## src/rtl/seq_divider_pkg.sv

```systemverilog
// ---------------------------------------------------------------------------
// seq_divider_pkg
//   Shared definitions for the sequential restoring divider:
//   - state_t     : FSM state encoding (ST_IDLE, ST_RUN, ST_DONE)
//   - CLA_SLICE   : bit width of one carry-lookahead slice
//   - cla_pad_width() : rounds a width up to a whole number of CLA slices
// ---------------------------------------------------------------------------
package seq_divider_pkg;

   typedef enum logic [1:0] {
      ST_IDLE = 2'd0,
      ST_RUN  = 2'd1,
      ST_DONE = 2'd2
   } state_t;

   localparam int CLA_SLICE = 4;

   function automatic int cla_pad_width(input int n);
      return ((n + CLA_SLICE - 1) / CLA_SLICE) * CLA_SLICE;
   endfunction

endpackage

```

## src/rtl/seq_divider_if.sv

```systemverilog
// ---------------------------------------------------------------------------
// seq_divider_if
//   Request/result bundle of the divider (start/busy/done handshake).
//   master : requester side - drives start, dividend, divisor;
//            receives busy, done, quotient, remainder, div_by_zero
//   slave  : divider side   - the mirror image
// ---------------------------------------------------------------------------
interface seq_divider_if #(
   parameter int WIDTH = 8
);
   logic             start;
   logic [WIDTH-1:0] dividend;
   logic [WIDTH-1:0] divisor;
   logic             busy;
   logic             done;
   logic [WIDTH-1:0] quotient;
   logic [WIDTH-1:0] remainder;
   logic             div_by_zero;

   modport master (
      output start, dividend, divisor,
      input  busy, done, quotient, remainder, div_by_zero
   );

   modport slave (
      input  start, dividend, divisor,
      output busy, done, quotient, remainder, div_by_zero
   );
endinterface

```

## src/rtl/seq_divider_cla_sub_n.sv

```systemverilog
// ---------------------------------------------------------------------------
// cla_sub_n
//   N-bit subtractor diff = a - b built as a + ~b + 1 on chained 4-bit
//   carry-lookahead slices (lookahead inside a slice, ripple between slices).
//   Ports:
//     a, b      in  N  operands (unsigned)
//     diff      out N  a - b modulo 2^N
//     carry_out out 1  carry out of bit N-1; 1 means no borrow (a >= b)
//   The operands are padded up to a whole number of slices; the padding
//   bits produce sum/carry values that are deliberately discarded.
// ---------------------------------------------------------------------------
module cla_sub_n
   import seq_divider_pkg::*;
#(
   parameter int N = 9
) (
   input  logic [N-1:0] a,
   input  logic [N-1:0] b,
   output logic [N-1:0] diff,
   output logic         carry_out
);
   localparam int NP = cla_pad_width(N);
   localparam int NS = NP / CLA_SLICE;

   logic [NP-1:0] a_pad;
   logic [NP-1:0] b_inv;
   logic [NP-1:0] g;
   logic [NP-1:0] p;
   logic [NP-1:0] sum;
   logic [NP:0]   c;

   assign a_pad = NP'(a);
   assign b_inv = ~(NP'(b));
   assign g     = a_pad & b_inv;
   assign p     = a_pad ^ b_inv;
   assign c[0]  = 1'b1;           // +1 completes the two's complement of b

   genvar gi;
   generate
      for (gi = 0; gi < NS; gi++) begin : g_slice
         localparam int B = gi * CLA_SLICE;
         logic c0;
         assign c0 = c[B];
         // Every carry of the slice is derived directly from the slice carry-in.
         assign c[B+1] = g[B] | (p[B] & c0);
         assign c[B+2] = g[B+1] | (p[B+1] & g[B]) | (p[B+1] & p[B] & c0);
         assign c[B+3] = g[B+2] | (p[B+2] & g[B+1]) | (p[B+2] & p[B+1] & g[B])
                       | (p[B+2] & p[B+1] & p[B] & c0);
         assign c[B+4] = g[B+3] | (p[B+3] & g[B+2]) | (p[B+3] & p[B+2] & g[B+1])
                       | (p[B+3] & p[B+2] & p[B+1] & g[B])
                       | (p[B+3] & p[B+2] & p[B+1] & p[B] & c0);
      end
   endgenerate

   assign sum       = p ^ c[NP-1:0];
   assign diff      = sum[N-1:0];
   assign carry_out = c[N];

   // Padding bits carry no information.
   logic unused_pad;
   assign unused_pad = ^{sum[NP-1:N], c[NP:N+1]};
endmodule

```

## src/rtl/seq_divider.sv

```systemverilog
// ---------------------------------------------------------------------------
// seq_divider
//   Unsigned sequential restoring divider, one quotient bit per cycle.
//   Ports:
//     clk    in  system clock, rising edge
//     rst_n  in  synchronous reset, active-low
//     bus    seq_divider_if.slave:
//              start/dividend/divisor in, busy/done/quotient/remainder/
//              div_by_zero out
//   Timing: accept at edge k -> busy cycles k+1..k+WIDTH -> done in k+WIDTH+1.
//   A zero divisor skips the iterations and completes in cycle k+1.
// ---------------------------------------------------------------------------
module seq_divider
   import seq_divider_pkg::*;
#(
   parameter int WIDTH = 8
) (
   input  logic          clk,
   input  logic          rst_n,
   seq_divider_if.slave  bus
);
   localparam int CW = $clog2(WIDTH);

   state_t           state_reg;
   state_t           state_next;
   logic [WIDTH:0]   r_reg;
   logic [WIDTH-1:0] q_reg;
   logic [WIDTH-1:0] divisor_reg;
   logic [CW-1:0]    cnt_reg;
   logic [WIDTH-1:0] quotient_reg;
   logic [WIDTH-1:0] remainder_reg;
   logic             dbz_reg;

   logic             accept;
   logic [WIDTH:0]   r_shift;
   logic [WIDTH:0]   r_trial;
   logic [WIDTH:0]   r_step;
   logic [WIDTH-1:0] q_step;
   logic             no_borrow;

   // ---------------- restoring step ----------------
   assign r_shift = {r_reg[WIDTH-1:0], q_reg[WIDTH-1]};

   cla_sub_n #(.N(WIDTH + 1)) u_sub (
      .a         (r_shift),
      .b         ({1'b0, divisor_reg}),
      .diff      (r_trial),
      .carry_out (no_borrow)
   );

   assign r_step = no_borrow ? r_trial : r_shift;
   assign q_step = {q_reg[WIDTH-2:0], no_borrow};
   assign accept = (state_reg == ST_IDLE) && bus.start;

   // ---------------- FSM ----------------
   always_ff @(posedge clk) begin
      if (!rst_n) state_reg <= ST_IDLE;
      else        state_reg <= state_next;
   end

   always_comb begin
      state_next = state_reg;
      case (state_reg)
         ST_IDLE: if (bus.start) state_next = (bus.divisor == '0) ? ST_DONE : ST_RUN;
         ST_RUN:  if (cnt_reg == '0) state_next = ST_DONE;
         ST_DONE: state_next = ST_IDLE;
         default: state_next = ST_IDLE;
      endcase
   end

   // ---------------- datapath ----------------
   // Results are written on the edge that enters DONE, so they are already
   // on the outputs during the done pulse and stay there until the next op.
   always_ff @(posedge clk) begin
      if (!rst_n) begin
         r_reg         <= '0;
         q_reg         <= '0;
         divisor_reg   <= '0;
         cnt_reg       <= '0;
         quotient_reg  <= '0;
         remainder_reg <= '0;
         dbz_reg       <= 1'b0;
      end else if (accept) begin
         r_reg       <= '0;
         q_reg       <= bus.dividend;
         divisor_reg <= bus.divisor;
         cnt_reg     <= CW'(WIDTH - 1);
         dbz_reg     <= (bus.divisor == '0);
         if (bus.divisor == '0) begin
            quotient_reg  <= '1;
            remainder_reg <= bus.dividend;
         end
      end else if (state_reg == ST_RUN) begin
         r_reg <= r_step;
         q_reg <= q_step;
         if (cnt_reg == '0) begin
            quotient_reg  <= q_step;
            remainder_reg <= r_step[WIDTH-1:0];
         end else begin
            cnt_reg <= cnt_reg - CW'(1);
         end
      end
   end

   assign bus.busy        = (state_reg == ST_RUN);
   assign bus.done        = (state_reg == ST_DONE);
   assign bus.quotient    = quotient_reg;
   assign bus.remainder   = remainder_reg;
   assign bus.div_by_zero = dbz_reg;

   // The partial remainder never exceeds the divisor, so its MSB is shifted out unseen.
   logic unused_msb;
   assign unused_msb = r_reg[WIDTH];
endmodule
```

## src/flat_wrapper.sv

```systemverilog
// flat-port wrapper written by rule: the top's interface ports become plain ports
module seq_divider_flat import seq_divider_pkg::*;
#(
   parameter int WIDTH = 8
)
  (clk, rst_n, bus_start, bus_dividend, bus_divisor, bus_busy, bus_done, bus_quotient, bus_remainder, bus_div_by_zero);
  seq_divider_if #(.WIDTH(WIDTH)) bus_i ();
  input  logic clk;
  input  logic rst_n;
  input wire logic [$bits(bus_i.start)-1:0] bus_start;
  input wire logic [$bits(bus_i.dividend)-1:0] bus_dividend;
  input wire logic [$bits(bus_i.divisor)-1:0] bus_divisor;
  output wire logic [$bits(bus_i.busy)-1:0] bus_busy;
  output wire logic [$bits(bus_i.done)-1:0] bus_done;
  output wire logic [$bits(bus_i.quotient)-1:0] bus_quotient;
  output wire logic [$bits(bus_i.remainder)-1:0] bus_remainder;
  output wire logic [$bits(bus_i.div_by_zero)-1:0] bus_div_by_zero;
  assign bus_i.start = bus_start;
  assign bus_i.dividend = bus_dividend;
  assign bus_i.divisor = bus_divisor;
  assign bus_busy = bus_i.busy;
  assign bus_done = bus_i.done;
  assign bus_quotient = bus_i.quotient;
  assign bus_remainder = bus_i.remainder;
  assign bus_div_by_zero = bus_i.div_by_zero;
  seq_divider #(.WIDTH(WIDTH)) u_core (.clk(clk), .rst_n(rst_n), .bus(bus_i));
endmodule
```

## config.mk

```make
export PLATFORM = sky130hd
export DESIGN_NAME = seq_divider_flat
export DESIGN_NICKNAME = d
export VERILOG_FILES = /design/src/rtl/seq_divider_pkg.sv /design/src/rtl/seq_divider_if.sv /design/src/rtl/seq_divider_cla_sub_n.sv /design/src/rtl/seq_divider.sv /design/src/flat_wrapper.sv
export SDC_FILE = /design/constraint.sdc
export NUM_CORES = 1
export LEC_CHECK = 0
export ABC_AREA = 1
export CORE_UTILIZATION = 50
export DETAILED_ROUTE_END_ITERATION = 8
export PLACE_DENSITY_LB_ADDON = 0.05
export SLEW_MARGIN = 40
export SYNTH_ARGS = -nofsm -noshare
export SYNTH_HDL_FRONTEND = slang
export SYNTH_HIERARCHICAL = 1
export SYNTH_SLANG_ARGS = --single-unit
```

## constraint.sdc

```tcl
create_clock -name clk -period 6.7 [get_ports clk]
set_clock_uncertainty 0.15 [all_clocks]
set_input_delay 1.34 -clock clk [delete_from_list [all_inputs] [get_ports clk]]
set_output_delay 1.34 -clock clk [all_outputs]
set_load 0.005 [all_outputs]
```

==> reports/results.tsv, run 1 <==
stage	metric	value	unit
synthesis	synthesis.nets	417	
timing	maxSlewViolCount	0	
finish	final_common_cell	nand2_1	
run_status	status	finished, final reports clean	
pwr	power_leakage	0.00153	uW
pwr	swShare	32.1	%
clock_tree	cts_resized	0	
clock_tree	clkTransAtPathRegs	80	ps
timing	hold_viol_final	0	
synthesis	ys_seq_area_share	35.0	%
floorplan	core-area	5070	um2
finish	fill_cells	529	
global_routing	antenna_found_initial	0	
synthesis	postSynthCellCount	385	
clock_tree	h-tree-depth	2	
drt	drt_iter0_drc	84	
finish	drive_above_1_share	7.21	%
global_routing	grt_remaining_overflow	0	
finish	final_cell_mix	105 x nand2_1, 57 x inv_1, 53 x nor2_1	
clock_tree	cts_buffers	5	
clock_tree	cts_sinks	46	
timing	fin_setup_tns	0	ps
drt	drc_errors	0	
drt	routed_via_density	4.79	
timing	min_period	2950	ps
synthesis	avgSynthCellArea	6.83	um2
global_routing	grt_max_degree	34	
synthesis	synthesis.area	2630	um2
timing	fmax	339	MHz
drt	wl_met1	2700	um
setup_path	r2r-end	u_core/bus.remainder[6]	
setup_path	r2r_setup_slack	3780	ps
hold_path	worst_hold_path_type	flop to flop	
pwr	p_comb_share	30.0	%
global_routing	grtUsageTotal	22.3	%
timing	slew_headroom	50.4	%
setup_path	critPathKind	flop to output port	
hold_path	hp-start	u_core/bus.div_by_zero	
drt	wl	5640	um
setup_path	cp.arrival	1460	ps
clock_tree	cts.path.max_buffers	2	
timing	rsz0062_at_grt	no	
floorplan	row_count	26	
floorplan	io_pins	38	
pwr	p_clk_share	26.9	%
hold_path	holdPathEnd	u_core/bus.div_by_zero	
finish	fin_nets	447	
clock_tree	root_buffer	clkbuf_8	
pwr	p_sw	233	uW
drt	wl_met3	194	um
setup_path	r2r-start	u_core/q_reg[7]	
clock_tree	cts_tree	done	
clock_tree	hold_buffers	0	
synthesis	yosysWarnings	6	
placement	numPortBuffers	37	
floorplan	die-area	5550	um2
drt	dr.max_layer_used	met4	
clock_tree	post_cts_buffers	0	
setup_path	crit_fanout	5	
global_routing	grt_pass1_wl	9490	um
timing	period_share	44.0	%
global_routing	grt_pass1_vias	2162	
drt	wl_per_cell	11.6	um
drt	drt_pass1_iterations	4	
drt	met2_length	2690	um
finish	antenna-diode-count	0	
floorplan	initial_utilization	51.8	%
setup_path	cp-end-kind	output port	
pwr	p_per_area	235	nW/um2
pwr	intPower	493	uW
floorplan	die_h	74.5	um
run	drv_cap	0	
synthesis	ys_ff_latch	46	
placement	finalWeightedCongestion	0.747	
setup_path	critPathLaunchType	flop	
finish	final_core_util	61.0	%
synthesis	yosysUniqueCellTypes	31	
clock_tree	clk_latency	290	ps
timing	whs	320	ps
drt	drtAntennaViolNets	0	
finish	syn2layout_area_growth	17.8	%
setup_path	crit_required	5210	ps
floorplan	die_w	74.5	um
setup_path	reg2reg_depth	16	
timing	worst_slew_pin_slew	742	ps
placement	dp_hpwl	4060	um
pwr	ir_drop	168	uV
drt	vias	2326	
timing	setup_violations	0	
pwr	power	726	uW
hold_path	hold_depth	2	
pwr	power.share.sequential	43.1	%
[layout make-up]
type                            instances  area (um2)  share of cell area, %
Timing Repair Buffer                   38         378                   12.2
Inverter                               60         225                   7.27
Tap cell                               70        87.6                   2.83
Sequential cell                        46         921                   29.7
Clock buffer                            8         110                   3.56
Multi-Input combinational cell        264        1380                   44.4
[cells by family after synthesis]
family	Yosys count	share of synthesized area, %
compound gates	50	10.4
simple gates	196	33.7
flops	46	35.0
buf+inv	75	12.7
xor+xnor	4	1.33
fa+ha+maj	13	6.76
other cells	1	0.143
[cells in the mapped netlist, drive strengths merged]
master | count | share of area [%]
a211oi | 7 | 2.0
inv | 60 | 8.6
buf | 11 | 3.5
a31oi | 1 | 0.24
xor2 | 2 | 0.67
dfxtp | 46 | 35
nor3 | 8 | 2.5
o211ai | 1 | 0.29
conb | 1 | 0.14
fa | 2 | 1.5
nand3b | 8 | 2.3
a21oi | 19 | 3.6
nand3 | 12 | 2.9
nor2 | 55 | 8.8
ha | 11 | 5.2
nand2 | 113 | 17
o21a | 1 | 0.29
o21ai | 21 | 4.0
clkbuf | 4 | 0.62
xnor2 | 2 | 0.67
[metrics by stage]
step | worst slack, ps | cells | instance area [um2]
2_1_floorplan | 4240 | 385 | 2630
3_3_place_gp | 3510 | 478 | 2990
3_5_place_dp | 3490 | 478 | 2990
4_1_cts | 3720 | 486 | 3100
5_1_grt | 3490 | 486 | 3100
6_report | 3750 | 486 | 3100
[power by group through the flow]
stage          logic, uW  registers, uW  clock network [uW]
2_1_floorplan        160            317                   0
3_3_place_gp         213            319                   0
3_5_place_dp         217            320                   0
4_1_cts              219            313                 203
5_1_grt              250            317                 216
6_report             218            313                 196
[routing by layer]
layer / up-vias / track usage [%]
met5: - / 0
met4: 0 / 7.34
met3: 4 / 4.20
met2: 36 / 38.8
met1: 1045 / 27.6
li1: 1241 / -
[worst max-delay path by stage]
stage,end,cells after the start,slack (ps),start
3_3_place_gp,u_core/q_reg[4],6,3510,rst_n
3_5_place_dp,u_core/q_reg[4],8,3490,bus_start
4_1_cts,bus_busy,3,3720,u_core/state_reg[0]
6_report,bus_busy,3,3750,u_core/state_reg[0]
2_1_floorplan,u_core/bus.remainder[7],19,4240,u_core/divisor_reg[2]
5_1_grt,u_core/bus.remainder[6],16,3490,u_core/q_reg[7]
[critical path, cell delays in order (launching register included)]
cell	delay [ps]
dfxtp_1	390
inv_2	90
nor2_4	160
clkdlybuf4s50_1	540
(Power assumes the default switching activity.)
==> inputs of run 2 (changes only) <==
--- a/config.mk
+++ b/config.mk
@@ -6,7 +6,7 @@
 export NUM_CORES = 1
 export LEC_CHECK = 0
 export ABC_AREA = 1
-export CORE_UTILIZATION = 50
+export CORE_UTILIZATION = 49
 export DETAILED_ROUTE_END_ITERATION = 8
 export PLACE_DENSITY_LB_ADDON = 0.05
 export SLEW_MARGIN = 40
==> constraint.sdc (replaced) <==
create_clock -name clk -period 2.6 [get_ports clk]
set_clock_uncertainty 0.15 [all_clocks]
set_input_delay 0.52 -clock clk [delete_from_list [all_inputs] [get_ports clk]]
set_output_delay 0.52 -clock clk [all_outputs]
set_load 0.005 [all_outputs]
==> run 2 against run 1 <==
  * Final cell count increased by 2.9%
  * Sequential share of layout area decreased by 1.6 points
  * Flip-flop and latch count unchanged
  * Non-clock buffer count increased by 15
  * Combinational power increased to 3.1 times the previous value
  * Critical endpoint is now u_core/bus.remainder[0]
==> reports/results.tsv, run 2 (synthesis results as in run 1) <==
stage	metric	value	unit	change
timing	min_period	2470	ps	
setup_path	cp.arrival	2510	ps	+1050 ps
finish	final_cell_mix	102 x nand2_1, 56 x inv_1, 53 x nor2_1		
drt	vias	2430		+4.5%
global_routing	grtUsageTotal	21.5	%	-0.76 points
placement	dp_hpwl	4120	um	+1.6%
drt	drc_errors	0		unchanged
pwr	power.share.sequential	42.6	%	-0.5 points
setup_path	cpMostUsedCell	nand2_1		
setup_path	cp-end-kind	flop		
global_routing	grt_pass1_vias	2200		+1.8%
finish	final_common_cell	nand2_1		
timing	hold_viol_final	0		unchanged
floorplan	initial_utilization	51.1	%	-0.66 points
clock_tree	cts_buffers	5		unchanged
floorplan	die-area	5660	um2	+2.0%
setup_path	path_cells	ha_4, nand2_2, nor2_1, nor2_1, nand2_2, nand2_2, nand2_2, nand2_1, nand2_1, fa_2, buf_6, nand2_1, o21ai_2, nand2_1, nand2_1, a21oi_1, nor2_1		
drt	drt_iter0_drc	100		+19%
setup_path	critPathKind	flop to flop		
timing	slew_headroom	53.4	%	+2.9 points
placement	finalWeightedCongestion	0.861		+15%
clock_tree	cts.path.max_buffers	2		unchanged
floorplan	die_w	75.2	um	+0.99%
clock_tree	clkTransAtPathRegs	90	ps	about the same
drt	wl	5780	um	+2.4%
clock_tree	cts_tree	done		
finish	syn2layout_area_growth	25.0	%	
pwr	power_leakage	0.00160	uW	+4.6%
finish	drive_above_1_share	14.9	%	+7.7 points
timing	period_share	95.0	%	
floorplan	io_pins	38		unchanged
clock_tree	cts_sinks	46		unchanged
timing	setup_slack	131	ps	-3620 ps
floorplan	row_count	26		unchanged
pwr	p_per_area	578	nW/um2	+150%
timing	worst_slew_pin_slew	697	ps	-44.3 ps
run_status	status	finished, final reports clean		
setup_path	crit_required	2640	ps	-2570 ps
pwr	p_comb_share	35.4	%	+5.4 points
pwr	intPower	1260	uW	+160%
global_routing	grt_max_degree	34		unchanged
drt	wl_per_cell	11.6	um	-0.46%
timing	fin_setup_tns	0	ps	unchanged
clock_tree	clk_latency	290	ps	about the same
placement	post-place-ws	-34.0	ps	-3530 ps
timing	maxSlewViolCount	0		unchanged
global_routing	antenna_found_initial	0		unchanged
pwr	power	1900	uW	+160%
finish	fin_nets	462		+3.4%
run	drv_cap	0		unchanged
pwr	ir_drop	383	uV	+130%
setup_path	crit_fanout	5		unchanged
clock_tree	root_buffer	clkbuf_8		
setup_path	crit_slowest_cell	dfxtp_1		
finish	antenna-diode-count	0		unchanged
hold_path	worst_hold_path_type	flop to flop		
finish	fill_cells	505		-4.5%
drt	drtAntennaViolNets	0		unchanged
clock_tree	h-tree-depth	2		unchanged
pwr	p_sw	641	uW	+170%
timing	fmax	405	MHz	
setup_path	critPathLaunchType	flop		
placement	numPortBuffers	37		unchanged
floorplan	die_h	75.2	um	+0.99%
pwr	p_clk_share	22.0	%	-4.9 points
pwr	swShare	33.7	%	+1.6 points
drt	drt_pass1_iterations	4		unchanged
floorplan	core-area	5140	um2	+1.3%
global_routing	grt_pass1_wl	9260	um	-2.4%
global_routing	grt_remaining_overflow	0		unchanged
drt	routed_via_density	4.86		+1.5%
clock_tree	hold_buffers	0		unchanged
setup_path	max_stage_delay	420	ps	-120 ps
timing	setup_violations	0		unchanged
## run 2: cell types whose count changed in the layout (fill, tap and decap cells not counted), sizes merged
cell / before / now
buf: 1 / 16
clkbuf: 8 / 6
clkinvlp: 0 / 1
## run 2: cell type report
cell class	count	area, um2	share of cell area [%]
Inverter	60	225	6.85
Clock inverter	1	7.51	0.228
Tap cell	70	87.6	2.66
Sequential cell	46	923	28.1
Clock buffer	6	72.6	2.21
Multi-Input combinational cell	264	1470	44.8
Timing Repair Buffer	53	499	15.2
## run 2: worst paths after layout
check                                       startpoint  cells after the start                      end  slack [ps]
worst max-delay path                   u_core/r_reg[2]                     17  u_core/bus.remainder[0]         130
worst min-delay path            u_core/bus.div_by_zero                      2   u_core/bus.div_by_zero         330
worst max register to register         u_core/r_reg[2]                     17  u_core/bus.remainder[0]         130
worst min register to register  u_core/bus.div_by_zero                      2   u_core/bus.div_by_zero         330
## run 2: metal layers
layer | wire length [um] | GRT usage, % | vias to the layer above
met5 | 0 | 0 | -
met4 | 59 | 5.35 | 0
met3 | 287 | 4.55 | 6
met2 | 2710 | 37.1 | 54
met1 | 2720 | 27.6 | 1091
li1 | - | - | 1279
## run 2: what timing repair did
action,in CTS,in global routing
cloned,0,3
endpoints found under the setup margin,2,17
buffers inserted,0,2
resized for setup,2,34
pin swaps,0,5
## run 2: worst max-delay path, delay by kind of cell, from the launching register on
family	cells	cell delay, ps
buffers and inverters	1	150
adders and majority gates	2	650
AOI/OAI and AO/OA	2	180
DFF	1	420
and+or+nand+nor	12	790
## run 2: per-stage QoR
step           utilization (%)  instances  hold slack (ps)  area, um2
2_1_floorplan                -        385              295       2630
3_3_place_gp              59.6        488              305       3060
3_5_place_dp              59.6        488              313       3060
4_1_cts                   61.1        495              326       3140
5_1_grt                   63.9        500              360       3290
6_report                  63.9        500              325       3290
## run 2: power by group through the flow
stage	clock network [uW]	registers [uW]	logic, uW
after floorplan	0	818	412
after global placement	0	822	579
after detailed placement	0	824	585
after CTS	430	807	590
after global routing	463	818	758
final	419	809	673
